$ cat src/rtl/fp32_exp_req_arbiter.sv
// Round-robin arbiter sharing one start/done fp32 exp core among NREQ requesters.
// Optional WAIT-state watchdog enabled by defining FP32_EXP_ARB_TIMEOUT_EN.
module fp32_exp_req_arbiter #(
    parameter int NREQ        = 4,
    parameter int DATA_W      = 32,
    parameter int TIMEOUT_CYC = 4096,
    localparam int IDX_W      = $clog2(NREQ)
) (
    input  logic                   clk,
    input  logic                   rst,
    input  logic [NREQ-1:0]        req_valid,
    input  logic [NREQ*DATA_W-1:0] req_x,
    output logic [NREQ-1:0]        req_ready,
    output logic [NREQ-1:0]        rsp_valid,
    output logic [DATA_W-1:0]      rsp_y,
    output logic                   rsp_err,
    output logic                   core_start,
    output logic [DATA_W-1:0]      core_x,
    input  logic                   core_done,
    input  logic [DATA_W-1:0]      core_y,
    output logic                   busy,
    output logic [IDX_W-1:0]       grant_idx
);

    localparam logic [DATA_W-1:0] QNAN = DATA_W'(32'h7FC0_0000);

    typedef enum logic [1:0] {
        ST_IDLE,
        ST_ISSUE,
        ST_WAIT,
        ST_RESP
    } state_t;

    state_t            r_state;
    state_t            w_nextState;
    logic [IDX_W-1:0]  r_rrPtr;
    logic [IDX_W-1:0]  r_grantIdx;
    logic [IDX_W-1:0]  w_pickIdx;
    logic              w_pickFound;
    logic [DATA_W-1:0] r_xQ;
    logic [DATA_W-1:0] r_yQ;
    logic              w_timeout;
    logic              w_rspErr;

    function automatic logic [IDX_W-1:0] wrapIdx(input logic [IDX_W-1:0] base, input int k);
        int s;
        s = int'(base) + k;
        if (s >= NREQ) begin
            s = s - NREQ;
        end
        return IDX_W'(s);
    endfunction

    // Scan upward from the round-robin pointer; the first pending requester wins.
    always_comb begin
        w_pickFound = 1'b0;
        w_pickIdx   = '0;
        for (int k = 0; k < NREQ; k++) begin
            if (!w_pickFound && req_valid[wrapIdx(r_rrPtr, k)]) begin
                w_pickFound = 1'b1;
                w_pickIdx   = wrapIdx(r_rrPtr, k);
            end
        end
    end

    always_comb begin
        w_nextState = r_state;
        req_ready   = '0;
        rsp_valid   = '0;
        rsp_y       = '0;
        rsp_err     = 1'b0;
        core_start  = 1'b0;
        busy        = (r_state != ST_IDLE);
        case (r_state)
            ST_IDLE: begin
                // A grant shown during reset would be lost, so hold ready low then.
                if (w_pickFound && !rst) begin
                    req_ready = NREQ'(1) << w_pickIdx;
                end
                if (w_pickFound) begin
                    w_nextState = ST_ISSUE;
                end
            end
            ST_ISSUE: begin
                core_start  = 1'b1;
                w_nextState = ST_WAIT;
            end
            ST_WAIT: begin
                if (core_done || w_timeout) begin
                    w_nextState = ST_RESP;
                end
            end
            ST_RESP: begin
                rsp_valid   = NREQ'(1) << r_grantIdx;
                rsp_y       = r_yQ;
                rsp_err     = w_rspErr;
                w_nextState = ST_IDLE;
            end
            default: w_nextState = ST_IDLE;
        endcase
    end

    always_ff @(posedge clk) begin
        if (rst) begin
            r_state    <= ST_IDLE;
            r_rrPtr    <= '0;
            r_grantIdx <= '0;
            r_xQ       <= '0;
            r_yQ       <= '0;
        end else begin
            r_state <= w_nextState;
            case (r_state)
                ST_IDLE: begin
                    if (w_pickFound) begin
                        r_xQ       <= req_x[int'(w_pickIdx)*DATA_W +: DATA_W];
                        r_grantIdx <= w_pickIdx;
                    end
                end
                ST_WAIT: begin
                    if (core_done) begin
                        r_yQ <= core_y;
                    end else if (w_timeout) begin
                        r_yQ <= QNAN;
                    end
                end
                ST_RESP: begin
                    r_rrPtr <= (r_grantIdx == IDX_W'(NREQ - 1)) ? '0 : r_grantIdx + IDX_W'(1);
                end
                default: ;
            endcase
        end
    end

`ifdef FP32_EXP_ARB_TIMEOUT_EN
    logic [31:0] r_wdog;
    logic        r_errQ;

    // The limit is reached on the WAIT cycle whose increment would hit TIMEOUT_CYC.
    assign w_timeout = (r_state == ST_WAIT) && ((r_wdog + 32'd1) == 32'(TIMEOUT_CYC));
    assign w_rspErr  = r_errQ;

    always_ff @(posedge clk) begin
        if (rst) begin
            r_wdog <= '0;
            r_errQ <= 1'b0;
        end else begin
            if (r_state == ST_ISSUE) begin
                r_wdog <= '0;
            end else if (r_state == ST_WAIT) begin
                r_wdog <= r_wdog + 32'd1;
                if (core_done) begin
                    r_errQ <= 1'b0;
                end else if (w_timeout) begin
                    r_errQ <= 1'b1;
                end
            end
        end
    end
`else
    logic w_unusedTimeout;

    assign w_timeout       = 1'b0;
    assign w_rspErr        = 1'b0;
    assign w_unusedTimeout = |TIMEOUT_CYC;
`endif

    assign core_x    = r_xQ;
    assign grant_idx = r_grantIdx;

endmodule

$ cat config.mk
export PLATFORM = sky130hd
export DESIGN_NAME = fp32_exp_req_arbiter
export DESIGN_NICKNAME = d
export VERILOG_FILES = /design/src/rtl/fp32_exp_req_arbiter.sv
export SDC_FILE = /design/constraint.sdc
export NUM_CORES = 1
export LEC_CHECK = 0
export ABC_AREA = 1
export CAP_MARGIN = 20
export CORE_MARGIN = 2
export CORE_UTILIZATION = 43
export CTS_CLUSTER_DIAMETER = 40
export DETAILED_ROUTE_END_ITERATION = 12
export PLACE_DENSITY = 0.88
export SYNTH_ARGS = -nofsm -noshare
export SYNTH_HDL_FRONTEND = slang
export SYNTH_SLANG_ARGS = --single-unit
$ cat constraint.sdc
create_clock -name clk -period 4.24 [get_ports clk]
set_input_delay 0.848 -clock clk [delete_from_list [all_inputs] [get_ports clk]]
set_output_delay 0.848 -clock clk [all_outputs]
set_load 0.02 [all_outputs]
==> results.py, run 1 <==
metrics = {
    "worst_setup_path": {
        "path_max_fanout": 4,
        "crit_start": "req_valid[3]",
        "crit_slowest_cell": "clkdlybuf4s50_1",
        "slowest_delay_ps": 670,
        "worst-r2r-setup-slack_ps": 1420,
        "cp_common_cell": "nand3_2",
        "worst_setup_path_start_kind": "primary input",
        "cp-end-kind": "output port",
        "path_class": "in2out",
        "cp.required_ps": 3390,
        "r2r-end": "core_x[7]",
        "path_cells": "clkdlybuf4s50_1, inv_1, nand2_1, nand3_2, nand2_2, nor2_2, nand3_2, nand3_2, inv_2, nor3_1, clkdlybuf4s50_1",
        "r2r-start": "r_rrPtr[0]",
        "reg2regPathDepth": 14,
        "crit_arrival_ps": 3120,
    },
    "final_layout": {
        "fin_util_pct": 69.3,
        "n_antenna_cell": 0,
        "finalInstanceArea_um2": 7060,
        "nNetsFinal": 1146,
        "n_fill_cell": 948,
        "multiInputGateArea_um2": 2500,
        "fin_cells": 1112,
        "drive_gt1_share_pct": 4.82,
        "seq_area_um2": 1400,
        "area_growth_pct": 58.0,
    },
    "place": {
        "placed_cell_area_um2": 6880,
        "dp.cells": 1096,
        "io_buffer_count": 242,
        "dp_slack_ps": 286,
        "hpwl_um": 10500,
        "gp_congestion": 0.919,
    },
    "sta": {
        "worst_slew_pin_slew_ps": 998,
        "max_slew_margin_pct": 33.4,
        "period_share_pct": 93.7,
        "fin_worst_skew_ps": 11.5,
        "timing.fmax_mhz": 252,
        "setup_viol": 0,
        "min_period_ps": 3970,
        "slew_violations": 0,
        "finalHoldViolCount": 0,
        "setup-tns-final_ps": 0,
        "setup_ws_ps": 269,
        "holdWs_ps": 485,
        "rsz0062_at_grt": "no",
    },
    "grt": {
        "grt_overflow": 0,
        "grt_pass1_wl_um": 22900,
        "grt_usage_pct": 25.1,
        "grt_pass1_vias": 4928,
        "grt_max_degree": 68,
        "antenna_found_initial": 0,
    },
    "routing": {
        "ant_nets": 0,
        "drc": 0,
        "wirelength_um": 14500,
        "drtIter0Drc": 332,
        "num_vias": 5414,
        "avgRoutedWirePerCell_um": 13.0,
        "viasPerCell": 4.87,
        "first_pass_iters": 5,
    },
    "logic_synthesis": {
        "synth_cell_type_count": 25,
        "syn_nets": 933,
        "synth_top_family_by_area": "simple AND/OR/NAND/NOR gates",
        "synth_flop_cell": "dfxtp_1",
        "synth-simple-area-share_pct": 47.0,
        "ys_async_sr_fraction_pct": 0,
        "synthesis.area_um2": 4470,
        "postSynthCellCount": 758,
        "synth_compound_area_share_pct": 6.69,
        "synth_edf_count": 0,
        "yosysWarnings": 0,
        "synth_seq_area_share_pct": 31.4,
        "synth_adder_area_share_pct": 2.24,
        "synth_xor_area_share_pct": 0,
        "avgSynthCellArea_um2": 5.90,
        "synth_seq_cells": 70,
        "muxShareOfSynthArea_pct": 0,
    },
    "die": {
        "num_rows": 37,
        "start_util_pct": 43.9,
        "coreArea_um2": 10200,
        "io_pins": 244,
        "die_y_um": 106,
        "die_w_um": 106,
        "die_area_um2": 11200,
    },
    "hold_path": {
        "min_path_type": "reg2reg",
        "worstHoldPathCells": 2,
        "min_from": "r_yQ[2]",
        "min_to": "r_yQ[2]",
    },
    "clocking": {
        "cts_tree": "built",
        "clk_pin_slew_worst_paths_ps": 80,
        "cts-htree-levels": 3,
        "cts_root_buffer": "clkbuf_8",
        "max-clock-path-buffers": 2,
        "cts_resized": 0,
        "hold_buffers": 0,
        "clock-sinks": 70,
        "cts_inserted_buffers": 9,
        "post-cts-setup-buffer-count": 0,
        "clk_latency_ps": 350,
    },
    "power_and_ir_drop": {
        "p_leak_nw": 3.42,
        "peakVddDrop_uv": 528,
        "power.density_nw_per_um2": 575,
        "p_total_mw": 4.06,
    },
    "run": {
        "cap_violations": 0,
    },
    "outcome": {
        "status": "finished, final reports clean",
    },
}
cells in the mapped netlist, types with 6 or more instances:
cell type	count	area, um^2
buf_4	12	90.1
nand2_1	238	893
clkbuf_1	20	75.1
inv_2	6	22.5
nand4_1	39	244
dfxtp_1	70	1400
nand3_1	68	340
inv_1	69	259
nand3_2	6	60.1
nor2_1	133	499
o21ai_0	49	245
ha_1	8	100
buf_2	14	70.1
layer usage:
| layer | GRT usage, % | routed length (um) |
|---|---|---|
| met3 | 5.40 | 1030 |
| met5 | 0 | 0 |
| met2 | 44.1 | 7140 |
| met1 | 30.4 | 6070 |
| met4 | 8.08 | 265 |
power breakdown:
group	leakage, nW	internal (mW)	switching, mW	total [mW]
Combinational	2.76	0.993	1.52	2.51
Clock	0.0888	0.224	0.289	0.513
Sequential	0.576	0.903	0.134	1.04
logic make-up after synthesis:
group	Yosys count
flops	70
fa+ha+maj	8
simple gates	494
compound gates	57
other cells	1
buf+inv	128
registers in the layout, summed over array words and instances (netlist names):
signal and cells:
r_rrPtr 2, r_state 2, core_x 32, r_yQ 32, grant_idx 2
worst max-delay path, delay by kind of cell:
kind,cells,cell delay (ps)
buffers and inverters,4,1270
AND/OR/NAND/NOR,7,1010
how the worst max path moves through the flow:
stage | end | slack [ps]
2_1_floorplan | req_ready[3] | 1130
3_3_place_gp | req_ready[2] | 290
3_5_place_dp | req_ready[2] | 290
4_1_cts | req_ready[2] | 230
5_1_grt | req_ready[3] | 120
6_report | req_ready[2] | 270
placed cells by master (no fill, tap or decap):
cell type / Yosys / layout
clkdlybuf4s50_1: 0 / 242
nand2_1: 238 / 238
nor2_1: 133 / 133
dfxtp_1: 70 / 70
inv_1: 69 / 69
nand3_1: 68 / 68
o21ai_0: 49 / 49
nand4_1: 39 / 39
buf_4: 12 / 13
clkbuf_8: 0 / 9
ha_1: 8 / 8
inv_2: 6 / 6
nand3_2: 6 / 6
a21oi_1: 5 / 5
nor3_1: 4 / 4
inv_6: 0 / 3
nand2_2: 2 / 2
nor2_2: 2 / 2
clkinvlp_4: 0 / 2
a31oi_1: 1 / 1
and2_1: 1 / 1
nor2_4: 1 / 1
o22ai_2: 1 / 1
o211a_1: 1 / 1
conb_1: 1 / 1
inv_8: 0 / 1
clkinv_4: 0 / 1
cell type report:
class | count | share of cell area [%]
Timing Repair Buffer | 255 | 35.7
Multi-Input combinational cell | 560 | 35.4
Sequential cell | 70 | 19.8
Inverter | 75 | 3.99
Tap cell | 136 | 2.41
Clock buffer | 9 | 1.75
Clock inverter | 7 | 0.868
(Power assumes the default switching activity.)
==> inputs of run 2 (changes only) <==
--- a/config.mk
+++ b/config.mk
@@ -8,10 +8,10 @@
 export ABC_AREA = 1
 export CAP_MARGIN = 20
 export CORE_MARGIN = 2
-export CORE_UTILIZATION = 43
-export CTS_CLUSTER_DIAMETER = 40
+export CORE_UTILIZATION = 40
 export DETAILED_ROUTE_END_ITERATION = 12
-export PLACE_DENSITY = 0.88
+export GPL_TIMING_DRIVEN = 0
+export PLACE_DENSITY = 0.82
 export SYNTH_ARGS = -nofsm -noshare
 export SYNTH_HDL_FRONTEND = slang
 export SYNTH_SLANG_ARGS = --single-unit
==> run 2 against run 1 <==
Against the previous run: critical path depth is 2 higher; combinational power is 8.0% higher; routed wire length is 11% higher; final area is 2.9% higher; total power is 5.1% higher; global-route usage is 1.4 points higher; largest power group unchanged.
==> results.py, run 2 (synthesis results as in run 1) <==
metrics = {
    "outcome": {
        "status": "finished, final reports clean",
    },
    "clocking": {
        "cts_root_buffer": "clkbuf_8",
        "clk_pin_slew_worst_paths_ps": 90,
        "clock-sinks": 70,
        "cts_tree": "built",
        "max-clock-path-buffers": 2,
        "clk_latency_ps": 350,
        "cts-htree-levels": 3,
        "cts_inserted_buffers": 9,
    },
    "die": {
        "io_pins": 244,
        "die_area_um2": 12000,
        "die_y_um": 110,
        "die_w_um": 110,
        "start_util_pct": 41.0,
        "num_rows": 38,
        "coreArea_um2": 10900,
    },
    "grt": {
        "grt_max_degree": 16,
        "grt_pass1_vias": 5228,
        "grt_pass1_wl_um": 24800,
        "grt_overflow": 0,
        "grt_usage_pct": 26.4,
        "antenna_found_initial": 0,
    },
    "worst_setup_path": {
        "worst_setup_path_start_kind": "primary input",
        "cp.required_ps": 3390,
        "path_cells": "clkdlybuf4s50_1, inv_1, nand2_1, nand3_2, nand2_2, nor2_2, nand3_2, nand2_1, inv_2, buf_2, nand2_1, nor3_2, dlymetal6s2s_1",
        "crit_arrival_ps": 2940,
        "cp_common_cell": "nand2_1",
        "crit_slowest_cell": "clkdlybuf4s50_1",
        "path_class": "in2out",
        "cp-end-kind": "output port",
        "slowest_delay_ps": 470,
        "path_max_fanout": 10,
    },
    "sta": {
        "finalHoldViolCount": 0,
        "max_slew_margin_pct": 65.1,
        "timing.fmax_mhz": 264,
        "min_period_ps": 3790,
        "setup_ws_ps": 451,
        "rsz0062_at_grt": "no",
        "fin_worst_skew_ps": 10.1,
        "worst_slew_pin_slew_ps": 524,
        "holdWs_ps": 490,
        "slew_violations": 0,
        "setup_viol": 0,
        "period_share_pct": 89.4,
    },
    "final_layout": {
        "n_fill_cell": 1035,
        "mostFrequentLayoutCells": "238 x nand2_1, 238 x clkdlybuf4s50_1, 133 x nor2_1",
        "seq_area_um2": 1400,
        "drive_gt1_share_pct": 6.30,
        "multiInputGateArea_um2": 2510,
        "n_antenna_cell": 0,
        "area_growth_pct": 62.6,
        "nNetsFinal": 1186,
    },
    "routing": {
        "drtIter0Drc": 333,
        "avgRoutedWirePerCell_um": 13.9,
        "drc": 0,
        "num_vias": 5610,
        "viasPerCell": 4.85,
        "wirelength_um": 16100,
        "ant_nets": 0,
        "first_pass_iters": 5,
    },
    "power_and_ir_drop": {
        "power.density_nw_per_um2": 587,
        "p_leak_nw": 3.58,
        "peakVddDrop_uv": 363,
    },
    "place": {
        "gp_congestion": 0.925,
        "dp_slack_ps": -80.1,
        "hpwl_um": 12600,
        "io_buffer_count": 242,
    },
    "run": {
        "cap_violations": 0,
    },
    "hold_path": {
        "min_path_type": "reg2reg",
    },
}
## run 2: cell count changes in the layout (fill, tap and decap cells not counted), sizes merged
cell / previous run / this run
buf: 13 / 33
clkbuf: 9 / 29
clkdlybuf4s50: 242 / 238
dlymetal6s2s: 0 / 4
## run 2: worst max-delay path, delay by kind of cell
family,cells,cell delay [ps]
buffers and inverters,5,1110
and+or+nand+nor,8,970
## run 2: stage by stage
step           setup TNS (ps)  total power [mW]  utilization [%]  cell area [um^2]  cells
2_1_floorplan               0              2.72                -              4470    758
3_3_place_gp            -87.0              3.70             64.9              7070   1140
3_5_place_dp            -80.1              3.74             64.9              7070   1140
4_1_cts                     0              4.27             66.7              7260   1156
5_1_grt                     0              4.61             66.7              7270   1156
6_report                    0              4.27             66.7              7270   1156
## run 2: area by class of cell
class                           instances  area share [%]
Clock inverter                          7           0.844
Buffer                                 53            3.91
Multi-Input combinational cell        560            34.5
Clock buffer                            9            1.70
Timing Repair Buffer                  242            33.5
Inverter                               75            3.87
Sequential cell                        70            19.3
Tap cell                              140            2.41
## run 2: repair_timing
item	4_1_cts	5_1_grt
setup buffers	0	0
endpoints found under the setup margin	1	4
hold buffers	0	0
resized for setup	1	4
## run 2: final timing paths
path | slack [ps] | end | cells past startpoint | from
worst max-delay path | 450 | req_ready[3] | 13 | req_valid[3]
worst min-delay path | 490 | r_yQ[27] | 2 | r_yQ[27]
worst max register to register | 2090 | core_x[18] | 12 | r_rrPtr[0]
worst min register to register | 490 | r_yQ[27] | 2 | r_yQ[27]
## run 2: power by group
group	switching, mW	internal (mW)	leakage [nW]
Clock	0.297	0.224	0.0888
Combinational	1.63	1.08	2.92
Sequential	0.129	0.903	0.576
## run 2: metal layers
layer  track usage (%)  vias up  part of all wire, %
li1                  -     2888                    -
met1              32.0     2464                   41
met2              46.2      228                   48
met3              5.57       30                  7.9
met4              9.13        0                  2.7
met5                 0        -                    0
